[config.mk]
export PLATFORM = sky130hd
export DESIGN_NAME = stim_gen_mc
export DESIGN_NICKNAME = d
export VERILOG_FILES = /design/src/rtl/stim_pkg.sv /design/src/rtl/stim_chan.sv /design/src/rtl/stim_gen_mc.sv
export SDC_FILE = /design/constraint.sdc
export NUM_CORES = 1
export LEC_CHECK = 0
export CORE_ASPECT_RATIO = 0.75
export CORE_MARGIN = 5
export CORE_UTILIZATION = 49
export CTS_CLUSTER_SIZE = 10
export DETAILED_ROUTE_END_ITERATION = 8
export GPL_TIMING_DRIVEN = 0
export PLACE_DENSITY = 0.78
export SLEW_MARGIN = 25
export SYNTH_ARGS = -nofsm -noshare
export SYNTH_HDL_FRONTEND = slang
export SYNTH_SLANG_ARGS = --single-unit
[constraint.sdc]
create_clock -name clk -period 2.35 [get_ports clk]
set_input_delay 0.47 -clock clk [delete_from_list [all_inputs] [get_ports clk]]
set_output_delay 0.47 -clock clk [all_outputs]
set_load 0.02 [all_outputs]
[src/rtl/stim_pkg.sv]
// Shared types and helpers for the multi-channel stimulus generator.
package stim_pkg;

    localparam int RATE_W = 4;

    typedef enum logic [1:0] {
        ST_IDLE,
        ST_ACTIVE,
        ST_DONE
    } burst_state_e;

    // Period exponent for a rate code; fast codes saturate at the minimum period.
    function automatic int clamp_exp(
        input logic [RATE_W-1:0] rate,
        input int                cnt_w,
        input int                min_exp
    );
        int e;
        if (int'(rate) > cnt_w - min_exp) begin
            e = min_exp;
        end else begin
            e = cnt_w - int'(rate);
        end
        return e;
    endfunction

endpackage

[src/rtl/stim_chan.sv]
// One stimulus channel: rate tick decode, drive pulse timer, burst FSM and PWM DAC.
//   state     | meaning
//   ST_IDLE   | waiting for a burst start strobe (continuous mode fires from here)
//   ST_ACTIVE | burst running, busy high, fired ticks consume the remaining count
//   ST_DONE   | last burst pulse has ended, done high for this single cycle
module stim_chan
    import stim_pkg::*;
#(
    parameter int CNT_W     = 19,
    parameter int MIN_EXP   = 12,
    parameter int PWM_W     = 8,
    parameter int PULSE_LEN = 4,
    parameter int BURST_W   = 16
) (
    input  logic               clk,
    input  logic               rst,
    input  logic [CNT_W-1:0]   count,
    input  logic               enable,
    input  logic [RATE_W-1:0]  rate,
    input  logic [PWM_W-1:0]   level,
    input  logic               burst_mode,
    input  logic [BURST_W-1:0] burst_len,
    input  logic               start,
    output logic               stim_drive,
    output logic               stim_dac,
    output logic               busy,
    output logic               done
);

    localparam int              PL_W        = $clog2(PULSE_LEN + 1);
    localparam logic [PL_W-1:0] PULSE_LEN_C = PL_W'(PULSE_LEN);

    int                 tick_exp;
    logic [CNT_W-1:0]   tick_mask;
    logic               tick;
    logic               fire;
    burst_state_e       state;
    burst_state_e       state_nxt;
    logic [BURST_W-1:0] remaining;
    logic [BURST_W-1:0] remaining_nxt;
    logic [PL_W-1:0]    pulse_cnt;
    logic [PL_W-1:0]    pulse_nxt;
    logic [PWM_W-1:0]   level_q;
    logic [PWM_W-1:0]   phase;
    logic [PWM_W-1:0]   level_cmp;

    always_comb begin
        tick_exp = clamp_exp(rate, CNT_W, MIN_EXP);
        for (int b = 0; b < CNT_W; b++) begin
            tick_mask[b] = (b < tick_exp);
        end
        tick = ((count & tick_mask) == tick_mask);
    end

    // In burst mode only an active burst with pulses left may fire.
    assign fire = tick && enable &&
                  (!burst_mode || (state == ST_ACTIVE && remaining != '0));

    always_comb begin
        state_nxt     = state;
        remaining_nxt = remaining;
        case (state)
            ST_IDLE: begin
                if (start && burst_mode && enable) begin
                    remaining_nxt = burst_len;
                    state_nxt     = (burst_len == '0) ? ST_DONE : ST_ACTIVE;
                end
            end
            ST_ACTIVE: begin
                if (!enable || !burst_mode) begin
                    state_nxt = ST_IDLE;
                end else begin
                    if (fire) begin
                        remaining_nxt = remaining - BURST_W'(1);
                    end
                    // Finish as the last pulse's drive returns high.
                    if (remaining == '0 && pulse_cnt == PL_W'(1)) begin
                        state_nxt = ST_DONE;
                    end
                end
            end
            ST_DONE: begin
                state_nxt = ST_IDLE;
            end
            default: begin
                state_nxt = ST_IDLE;
            end
        endcase
    end

    always_comb begin
        pulse_nxt = '0;
        if (!enable) begin
            pulse_nxt = '0;
        end else if (fire) begin
            pulse_nxt = PULSE_LEN_C;
        end else if (pulse_cnt != '0) begin
            pulse_nxt = pulse_cnt - PL_W'(1);
        end
    end

    assign phase = count[PWM_W-1:0];
    // At phase 0 the frame's new level is compared so level 0 stays flat.
    assign level_cmp = (phase == '0) ? level : level_q;

    always_ff @(posedge clk) begin
        if (rst) begin
            state      <= ST_IDLE;
            remaining  <= '0;
            pulse_cnt  <= '0;
            stim_drive <= 1'b0;
            level_q    <= '0;
            stim_dac   <= 1'b0;
        end else begin
            state      <= state_nxt;
            remaining  <= remaining_nxt;
            pulse_cnt  <= pulse_nxt;
            stim_drive <= enable && (pulse_nxt == '0);
            if (phase == '0) begin
                level_q <= level;
            end
            if (phase == level_cmp) begin
                stim_dac <= 1'b0;
            end else if (phase == '0) begin
                stim_dac <= 1'b1;
            end
        end
    end

    assign busy = (state == ST_ACTIVE);
    assign done = (state == ST_DONE);

endmodule

[src/rtl/stim_gen_mc.sv]
// Multi-channel stimulus generator: one shared free-running counter feeding
// NUM_CH independent drive-pulse / PWM channels.
module stim_gen_mc
    import stim_pkg::*;
#(
    parameter int NUM_CH    = 4,
    parameter int CNT_W     = 19,
    parameter int MIN_EXP   = 12,
    parameter int PWM_W     = 8,
    parameter int PULSE_LEN = 4,
    parameter int BURST_W   = 16
) (
    input  logic                      clk,
    input  logic                      rst,
    input  logic [NUM_CH-1:0]         enable,
    input  logic [RATE_W*NUM_CH-1:0]  rate,
    input  logic [PWM_W*NUM_CH-1:0]   level,
    input  logic [NUM_CH-1:0]         burst_mode,
    input  logic [BURST_W*NUM_CH-1:0] burst_len,
    input  logic [NUM_CH-1:0]         start,
    output logic [NUM_CH-1:0]         stim_drive,
    output logic [NUM_CH-1:0]         stim_dac,
    output logic [NUM_CH-1:0]         busy,
    output logic [NUM_CH-1:0]         done
);

    logic [CNT_W-1:0] count;

    always_ff @(posedge clk) begin
        if (rst) begin
            count <= '0;
        end else begin
            count <= count + CNT_W'(1);
        end
    end

    for (genvar i = 0; i < NUM_CH; i++) begin : g_chan
        stim_chan #(
            .CNT_W     (CNT_W),
            .MIN_EXP   (MIN_EXP),
            .PWM_W     (PWM_W),
            .PULSE_LEN (PULSE_LEN),
            .BURST_W   (BURST_W)
        ) u_chan (
            .clk        (clk),
            .rst        (rst),
            .count      (count),
            .enable     (enable[i]),
            .rate       (rate[RATE_W*i +: RATE_W]),
            .level      (level[PWM_W*i +: PWM_W]),
            .burst_mode (burst_mode[i]),
            .burst_len  (burst_len[BURST_W*i +: BURST_W]),
            .start      (start[i]),
            .stim_drive (stim_drive[i]),
            .stim_dac   (stim_dac[i]),
            .busy       (busy[i]),
            .done       (done[i])
        );
    end

endmodule

# [Word-level counts from Yosys, hierarchy flattened]
# Cells that the tools add are included.
[op_classes] addsub=13 magnitude_cmp=80 n_eq_ne=36 muxes=56 n_bitwise=4 n_reduce_logical=85
[op_table] operator="5-bit by 32-bit < comparator with 1-bit output, first input constant" n=32
[op_table] operator="4-bit by 32-bit < comparator with 1-bit output, first input constant" n=16
[op_table] operator="6-bit by 32-bit < comparator with 1-bit output, first input constant" n=12
[op_table] operator="3-bit by 32-bit < comparator with 1-bit output, first input constant" n=8
[op_table] operator="16-bit two-way mux" n=12
[op_table] operator="16-bit zero test" n=8
[op_table] operator="1-bit by 32-bit < comparator with 1-bit output, first input constant" n=4
[op_table] operator="2-bit by 32-bit < comparator with 1-bit output, first input constant" n=4
[op_table] operator="32-bit two-way mux" n=4
[op_table] operator="16-bit one-hot mux with 2 select lines" n=4
[op_table] operator="19-bit bitwise AND" n=4
[op_table] operator="19-bit == test" n=4
[op_table] operator="16-bit nonzero test" n=4
[op_table] operator="16-bit by 1-bit subtractor with 16-bit output, second input constant" n=4
[op_table] operator="3-bit two-way mux" n=12
[op_table] operator="8-bit == test" n=4
[op_table] operator="2-bit two-way mux" n=16
[op_table] operator="8-bit two-way mux" n=4
[op_table] operator="1-bit logical AND" n=28
[op_table] operator="5-bit by 4-bit subtractor with 6-bit output, first input constant" n=4
[op_table] operator="19-bit by 1-bit adder with 19-bit output, second input constant" n=1
[op_table] operator="4-bit by 3-bit > comparator with 1-bit output, second input constant" n=4
[op_table] operator="2-bit != test, second input constant" n=8
[op_table] operator="2-bit one-hot mux with 2 select lines" n=4
[op_table] operator="16 further kinds" n=69
[totals] register_bits=143 input_bits=126

# [Depth between registers and ports, before layout]
# Gate-level depths: netlist of run 1.
[logic_depth] depth_word=11 mapped_depth=10

# [Modules after synthesis]
# From an unflattened synthesis of run 1, not the netlist that was laid out.
[hier_totals] cells_unflattened=1071 hier_area_um2=8439.3
[by_module_without_submodules] mod="stim_chan" instances=4 cells_each=244 area_each_um2=1898.1
[by_module_without_submodules] mod="stim_gen_mc" instances=1 cells_each=95 area_each_um2=847.1

# [Worst setup path after synthesis of run 1]
# OpenSTA, ideal clock, no wires.
[synth_path] path_type="register to register" from="register g_chan[3].u_chan.remaining[0]" to="register g_chan[3].u_chan.remaining[0]" setup_time_ps=88 t_arrival_ps=2279 slack_ps=-17 stages_incl_launch_ff=10 n_path_buf=1 cell_sequence="dfxtp_1 inv_1 ha_1 or4b_1 nor4b_4 and3_4 o31a_2 buf_6 nor3_1 o32ai_2"
[synth_via] elab_chain_len=6 word_cells_on_any_way=10 classes_between="add/sub (1); eq/ne (1); mux (3); reduce/logical (5)"
[synth_rtl] element="from (decl)" line="stim_chan.sv:39" rtl="logic [BURST_W-1:0] remaining;"
[synth_rtl] element="from (signal assigned)" line="stim_chan.sv:116" rtl="remaining <= remaining_nxt;"
[synth_rtl] element="branches (longest 6 deep; another with 16-bit by 1-bit subtractor with 16-bit output)"
# Parallel ways; which one is timed is not known. The select of a mux whose other input is x is not followed.
# A chain may end at the register's enable or synchronous reset.

# [Worst setup path in the final report of run 1]
[layout_path] from="register g_chan[3].u_chan.remaining[6]" to="register g_chan[3].u_chan.remaining[5]"
[layout_via] elab_chain_len=6
[layout_rtl] element="16-bit nonzero test" line="stim_chan.sv:57" rtl="(!burst_mode || (state == ST_ACTIVE && remaining != '0));"
[layout_rtl] element="1-bit logical AND" line="stim_chan.sv:57"
[layout_rtl] element="1-bit logical OR" line="stim_chan.sv:57"
[layout_rtl] element="1-bit logical AND" line="stim_chan.sv:56" rtl="assign fire = tick && enable &&"
[layout_rtl] element="2-bit != test (no line)"
[layout_rtl] element="4-bit AND reduction (no line)"
# No other way between the ends.

==> impl_results.md, run 1 <==
- Synth-to-layout area growth: 36.0%
- Layout filler cell count: 1333
- Core area: 0.0167 mm^2
- Crit. End Element: flop
- H-tree Lvls: 4
- Die ar.: 0.0195 mm^2
- Worst min-delay path startpoint: g_chan[1].u_chan.remaining[14]$_SDFFE_PP0P_
- Worst setup SP type: flop
- Final worst slack: -0.00717 ns
- Vias in the first global route: 7852
- Via-per-instance ratio: ~5.9
- Ports: 142
- Final ANT Viol Nets: 0
- Mapped Nets: 1179
- Clock transition at path regs: 0.06 ns
- Reg2reg path depth: 7
- EDFF count, synth: 0
- CTS buffer count: 17
- Routed vias: 8522
- Area after DPL: 0.00991 mm^2
- Worst Hold End: g_chan[1].u_chan.remaining[14]$_SDFFE_PP0P_
- Worst R2R Setup Slack: -0.007 ns
- Design area: 0.0112 mm^2
- CTS Root Cell: clkbuf_16
- Ys flop type: dfxtp_1
- FMAX: between 400 and 500 MHz
- Worst endpoint data arrival time: 2.63 ns
- Cts hold-fix bufs: 0
- CTS max path bufs: 2
- Clock period minus worst slack: 2.36 ns
- Die H: 122 um
- Global-route wire length before repair: approximately 40000 um
- Max stage delay on crit path: 0.53 ns
- CP Cell Sequence: or4_4, buf_6, nor4b_4, and3_4, nor3_4, a31oi_4, o31ai_1
- Largest net degree at the start of global routing: 17
- Final setup TNS: -0.0133 ns
- Final HPWL DP: 17500 um
- Syn avg cell area: 7.93 um^2
- Nets: ~1.4k
- CTS tree: built
- CP delay by family, top: simple AND/OR/NAND/NOR gates
- First-pass DRT Iterations: 5
- Cell Area, Synth: 0.00824 mm^2
- DR DRC count: 0
- Power per cell area: about 590 mW/mm^2
- Hold Path Cell Cnt: 2
- Stages on worst setup path: 7
- Clock Skews: ~0.013 ns
- Setup CP Type: reg -> reg
- Initial DRC count: about 680
- Asr flop ratio synth: 0
- Yosys top cell area share: 0.348
- Distinct cells, synth: 70
- Die width: around 160 um
- Non-filler cells, final: 1437
- Drt wl/cell: 17.8 um
- Gpl congestion: 0.909
- Max-slew violation count: 0
- Ant diodes: 0
- CTS sink cnt: 143
- Grt ovf: 0
- Req. time, crit path: 2.63 ns
- Hold/Removal Path Class: reg -> reg
- I/O Buffers: 140
- Post-synth top cells: dfxtp_1, nor2_1, nand2_1, a21oi_1
- Slew at the pin closest to its max-slew limit: about 0.83 ns
- Synth warn: 0
- Placed Cells: 1394
- RR Startpoint: g_chan[3].u_chan.remaining[6]$_SDFFE_PP0P_
- Max VDD drop: 0.000435 V
- Most area-consuming cells after synthesis: dfxtp_1, mux2i_1, nor2_1, a21oi_1, xnor2_1
- R2r endpoint: g_chan[3].u_chan.remaining[5]$_SDFFE_PP0P_
- Slew Limit Headroom: 0.443
- Worst-path fanout max: 8
- Hold_ws: ~0.47 ns
- Critical path buffers and inverters: 1
- CP max-delay cell: or4_4
- Static Leak: 4.20 nW
- Tcrit/Tclk final: 1.00
- Endpoints failing hold: 0
- Share of layout cells above drive strength 1: 0.160
- Sequential area share after synthesis: 0.348
- Final WL: 25500 um
- Initial Utilization: 0.494
- Setup Viol. Count Final: 3
- RSZ-0062 raised after global routing: true
- Top layer reached by signal wires: met4
- Initial antenna violation count: 0
- Post-synth top area cell: dfxtp_1
- FF+latch count, synth: 143
- Max Cap Viol: 0
- Most common cell in the synthesized netlist: dfxtp_1
- GRT Util Overall: 0.246
- Met2 Routed Length: between 10000 and 15000 um
- Metal3 WL: 2190 um
- Wire length on met1: 11500 um
- Outcome: finished with violations
- Failing checks: setup timing
- # rows: 41
- Clk_lat worst skew: 0.42 ns
- Syn Inst Count: ~1.0k
[what timing repair did]
action | in CTS | in global routing
setup endpoints to repair | 107 | 75
pin swaps | 10 | 27
resized for setup | 60 | 103
setup buffers | 8 | 16
cloned | 0 | 2
[worst register-to-register path, delay by kind of cell (launching register included)]
kind            cells  cell delay (ns)
compound gates      2             0.51
buf+inv             1             0.15
flops               1             0.35
simple gates        4             1.22
[layout make-up]
cell class / instances / area (um^2) / share of cell area
clock inverters: 2 / 10.0 / 0.000893
inverters: 38 / 145 / 0.0130
well taps: 215 / 269 / 0.0240
plain buffers: 71 / 468 / 0.0418
repair buffers: 166 / 1640 / 0.146
clock buffers: 25 / 485 / 0.0433
multi-input cells: 777 / 5310 / 0.474
flip-flops and latches: 143 / 2880 / 0.257
[cells by family (layout without fill, tap and decap cells)]
logic type,count (synthesis),after routing,share of synthesized area
flip-flops,143,143,0.348
multiplexers,47,47,0.0571
AO/OA/AOI/OAI,242,242,0.188
buffers and inverters,119,302,0.0661
AND/OR/NAND/NOR,426,426,0.269
adder cells (fa/ha/maj),14,14,0.0213
XOR/XNOR,48,48,0.0510
[per-layer routing]
layer | track usage | vias to the layer above
met1 | 0.351 | 3977
li1 | - | 4114
met4 | 0.0672 | 0
met2 | 0.384 | 394
met3 | 0.0480 | 37
met5 | 0 | -
[placed cells by master, fill, tap and decap left out, drive strengths merged, types with 13 or more instances in the layout]
cell             n
nor4            51
nand2b          13
o21ai           51
mux2i           47
clkbuf          58
clkdlybuf4s50  135
or3             17
nand3           29
a21oi           77
o211ai          15
buf             64
inv             38
dfxtp          143
nor3            46
o31ai           17
ha              14
xnor2           36
nand2           83
o22ai           17
nor2           111
[how the worst max path moves through the flow]
stage / from / end / slack (ns)
6_report: g_chan[3].u_chan.remaining[6]$_SDFFE_PP0P_ / g_chan[3].u_chan.remaining[5]$_SDFFE_PP0P_ / -0.007
5_1_grt: count[1]$_SDFF_PP0_ / g_chan[2].u_chan.stim_dac$_SDFFE_PP0P_ / -0.14
4_1_cts: g_chan[1].u_chan.remaining[1]$_SDFFE_PP0P_ / g_chan[1].u_chan.stim_drive$_SDFF_PP0_ / -0.08
3_5_place_dp: rate[12] / g_chan[3].u_chan.remaining[8]$_SDFFE_PP0P_ / -0.72
3_3_place_gp: rate[12] / g_chan[3].u_chan.remaining[8]$_SDFFE_PP0P_ / -0.71
2_1_floorplan: g_chan[3].u_chan.remaining[0]$_SDFFE_PP0P_ / g_chan[3].u_chan.remaining[0]$_SDFFE_PP0P_ / 0.03
[power breakdown]
| group | leakage (nW) | switching, mW | internal [mW] | total (mW) |
|---|---|---|---|---|
| clock | 0.245 | 0.964 | 1.40 | 2.36 |
| combinational | 2.78 | 0.814 | 0.834 | 1.65 |
| sequential | 1.17 | 0.0893 | 2.55 | 2.64 |
| total | 4.20 | 1.87 | 4.78 | 6.65 |
[flip-flops by register name, indices dropped and copies added, names as in the netlist]
name,cells
g_chan.u_chan.stim_drive,4
g_chan.u_chan.stim_dac,4
count,19
g_chan.u_chan.pulse_cnt,12
g_chan.u_chan.state,8
g_chan.u_chan.level_q,32
g_chan.u_chan.remaining,64
[stage by stage]
step	utilization	setup WS (ns)	power [mW]
after floorplan	-	0.0258	3.48
after global placement	0.594	-0.715	3.95
after detailed placement	0.594	-0.721	3.97
after CTS	0.638	-0.0839	6.41
after global routing	0.672	-0.137	6.90
final	0.672	-0.00717	6.65
(Power assumes the default switching activity.)
==> run 2, diff against run 1 <==
Settings changed: CELL_PAD_IN_SITES_DETAIL_PLACEMENT set to 1, CELL_PAD_IN_SITES_GLOBAL_PLACEMENT set to 1, CORE_UTILIZATION 49 to 36, PLACE_DENSITY 0.78 to not set, PLACE_DENSITY_LB_ADDON set to 0.1, SLEW_MARGIN 25 to not set.
==> run 2 against run 1 <==
Net effect:
- first-iteration DRC count down 35%
- critical path depth up 2
- maximum frequency up 0.98%
- via count up 2.3%
- largest cell class unchanged
- critical endpoint is now g_chan[1].u_chan.remaining[14]$_SDFFE_PP0P_
- critical path type unchanged
- sequential power about the same
- non-clock buffer count up 19
- clock skew down 0.0033 ns
- the flow now finishes without violations
- global-route usage down 2.2 points
- die area up 33%
==> impl_results.md, run 2 (synthesis gave the netlist of run 1 again) <==
- Outcome: finished, final reports clean (was finished with violations)
- Internal: 5.00 mW (was 4.78 mW)
- First-pass DRT Iterations: 5 (unchanged)
- Die width: 185 um (was 160 um)
- Final HPWL DP: 21400 um (was 17500 um)
- Synth-to-layout area growth: 42.4% (was 36.0%)
- Max VDD drop: 0.000508 V (was 0.000435 V)
- Clock Skews: 0.00992 ns (was 0.0132 ns)
- Hold_ws: 0.471 ns (was 0.466 ns)
- Final worst slack: 0.0158 ns (was -0.00717 ns)
- CTS buffer count: 17 (unchanged)
- Die ar.: 0.0260 mm^2 (was 0.0195 mm^2)
- Reg2reg path depth: 9 (was 7)
- H-tree Lvls: 4 (unchanged)
- Vias in the first global route: 8697 (was 7852)
- Worst setup SP type: flop (unchanged)
- Hold/Removal Path Class: reg -> reg (unchanged)
- Worst R2R Setup Slack: 0.02 ns (was -0.007 ns)
- CP delay by family, top: simple AND/OR/NAND/NOR gates (unchanged)
- Critical path buffers and inverters: 2 (was 1)
- Setup Viol. Count Final: 0 (was 3)
- CTS Root Cell: clkbuf_16 (unchanged)
- GRT Util Overall: 0.224 (was 0.246)
- Non-filler cells, final: 1540 (was 1437)
- CP max-delay cell: or3_4 (was or4_4)
- Combinational share of power: 0.247 (was 0.248)
- Initial antenna violation count: 0 (unchanged)
- Clock period minus worst slack: 2.33 ns (was 2.36 ns)
- Ant diodes: 0 (unchanged)
- Initial Utilization: 0.370 (was 0.494)
- Most frequent cells in the layout: clkdlybuf4s50_1, dfxtp_1, nor2_1, nand2_1, a21oi_1 (unchanged)
- Worst endpoint data arrival time: 2.70 ns (was 2.63 ns)
- Global-route wire length before repair: 46800 um (was 39600 um)
- Tcrit/Tclk final: 0.993 (was 1.00)
- Initial DRC count: 443 (was 684)
- Largest Register: g_chan.u_chan.remaining (unchanged)
- CTS tree: built (unchanged)
- Core area: 0.0223 mm^2 (was 0.0167 mm^2)
- Power per cell area: 614 mW/mm^2 (was 593 mW/mm^2)
- # rows: 47 (was 41)
- RSZ-0062 raised after global routing: true (unchanged)
- I/O Buffers: 140 (unchanged)
- Req. time, crit path: 2.71 ns (was 2.63 ns)
- Cts hold-fix bufs: 0 (unchanged)
- Gpl congestion: 0.844 (was 0.909)
- Layout filler cell count: 2618 (was 1333)
- Max Cap Viol: 0 (unchanged)
- Worst-path fanout max: 6 (was 8)
- Routed vias: 8722 (was 8522)
- Drt wl/cell: 20.3 um (was 17.8 um)
- CTS sink cnt: 143 (unchanged)
- Ports: 142 (unchanged)
- Clock transition at path regs: 0.07 ns (was 0.06 ns)
- Clock power share: 0.388 (was 0.355)
- CP Cell Sequence: inv_1, ha_4, or3b_4, buf_4, or2_4, or3_4, nor3_2, a21oi_1, o22ai_1 (was or4_4, buf_6, nor4b_4, and3_4, nor3_4, a31oi_4, o31ai_1)
- CTS max path bufs: 2 (unchanged)
- Sw Ratio: 0.306 (was 0.281)
- Dpl ws: -0.939 ns (was -0.721 ns)
- Final ANT Viol Nets: 0 (unchanged)
- Max-slew violation count: 0 (unchanged)
- DR DRC count: 0 (unchanged)
- Final setup TNS: 0 ns (was -0.0133 ns)
- Switching Power: 2.20 mW (was 1.87 mW)
- Commonest non-fill, non-tap cell in the layout: clkdlybuf4s50_1 (unchanged)
- Grt ovf: 0 (unchanged)
- Nets: 1373 (was 1354)
- FMAX: 428 MHz (was 424 MHz)
- Largest register FFs: 64 (unchanged)
- Area after DPL: 0.0100 mm^2 (was 0.00991 mm^2)
- Largest net degree at the start of global routing: 17 (unchanged)
- Slew at the pin closest to its max-slew limit: 0.926 ns (was 0.834 ns)
- Clk_lat worst skew: 0.44 ns (was 0.42 ns)
- Via-per-instance ratio: 5.66 (was 5.93)
- Setup CP Type: reg -> reg (unchanged)
- Share of layout cells above drive strength 1: 0.194 (was 0.160)
- Largest regs: g_chan.u_chan.remaining x64, g_chan.u_chan.level_q x32, count x19 (unchanged)
- Crit. End Element: flop (unchanged)
- Die H: 141 um (was 122 um)
- Placed Cells: 1473 (was 1394)
- Static Leak: 4.45 nW (was 4.20 nW)
- Seq pwr share: 0.366 (was 0.397)
- Design area: 0.0117 mm^2 (was 0.0112 mm^2)
- Hold Path Cell Cnt: 2 (unchanged)
- Max stage delay on crit path: 0.41 ns (was 0.53 ns)
- Endpoints failing hold: 0 (unchanged)
- Final WL: 31200 um (was 25500 um)
- Slew Limit Headroom: 0.383 (was 0.443)
- Stages on worst setup path: 9 (was 7)
==> run 2: final cells by class <==
type / instances / area, um^2 / share of cell area
Timing Repair Buffer: 185 / 1810 / 0.155
Clock buffer: 20 / 467 / 0.0398
Sequential cell: 143 / 2890 / 0.246
Inverter: 38 / 149 / 0.0127
Clock inverter: 12 / 124 / 0.0106
Tap cell: 294 / 368 / 0.0314
Multi-Input combinational cell: 777 / 5430 / 0.463
Buffer: 71 / 493 / 0.0420
==> run 2: tightest hold or removal path, delay by kind of cell, from the launching register on <==
family             cells  cell delay (ns)
DFF                    1             0.30
AOI/OAI and AO/OA      1             0.07
and+or+nand+nor        1             0.05
==> run 2: power groups by stage <==
stage | clock network, mW | registers, mW | logic [mW]
finish | 2.79 | 2.63 | 1.78
global route | 2.93 | 2.65 | 1.89
CTS | 2.83 | 2.62 | 1.52
detailed placement | 0 | 2.67 | 1.36
global placement | 0 | 2.66 | 1.34
floorplan | 0 | 2.64 | 0.831
==> run 2: worst paths after layout <==
check / startpoint / end
worst min register to register: g_chan[1].u_chan.remaining[14]$_SDFFE_PP0P_ / g_chan[1].u_chan.remaining[14]$_SDFFE_PP0P_
worst min-delay path: g_chan[1].u_chan.remaining[14]$_SDFFE_PP0P_ / g_chan[1].u_chan.remaining[14]$_SDFFE_PP0P_
worst max register to register: g_chan[1].u_chan.remaining[1]$_SDFFE_PP0P_ / g_chan[1].u_chan.remaining[14]$_SDFFE_PP0P_
worst max-delay path: g_chan[1].u_chan.remaining[1]$_SDFFE_PP0P_ / g_chan[1].u_chan.remaining[14]$_SDFFE_PP0P_
==> run 2: per-layer routing <==
metal	part of all wire	global-route usage
met1	0.48	0.319
met2	0.47	0.357
met3	0.043	0.0394
met4	0.015	0.0498
met5	0	0
==> run 2: what timing repair did <==
action                                  in CTS  in global routing
gates cloned                                 0                  3
setup buffers                               20                 22
endpoints found under the setup margin     117                 62
gates resized for setup                    100                117
pin swaps                                   21                 32
==> run 2: through the flow <==
step | power (mW) | utilization
floorplan | 3.48 | -
global placement | 4.01 | 0.449
detailed placement | 4.03 | 0.449
CTS | 6.97 | 0.497
global route | 7.47 | 0.526
finish | 7.20 | 0.526
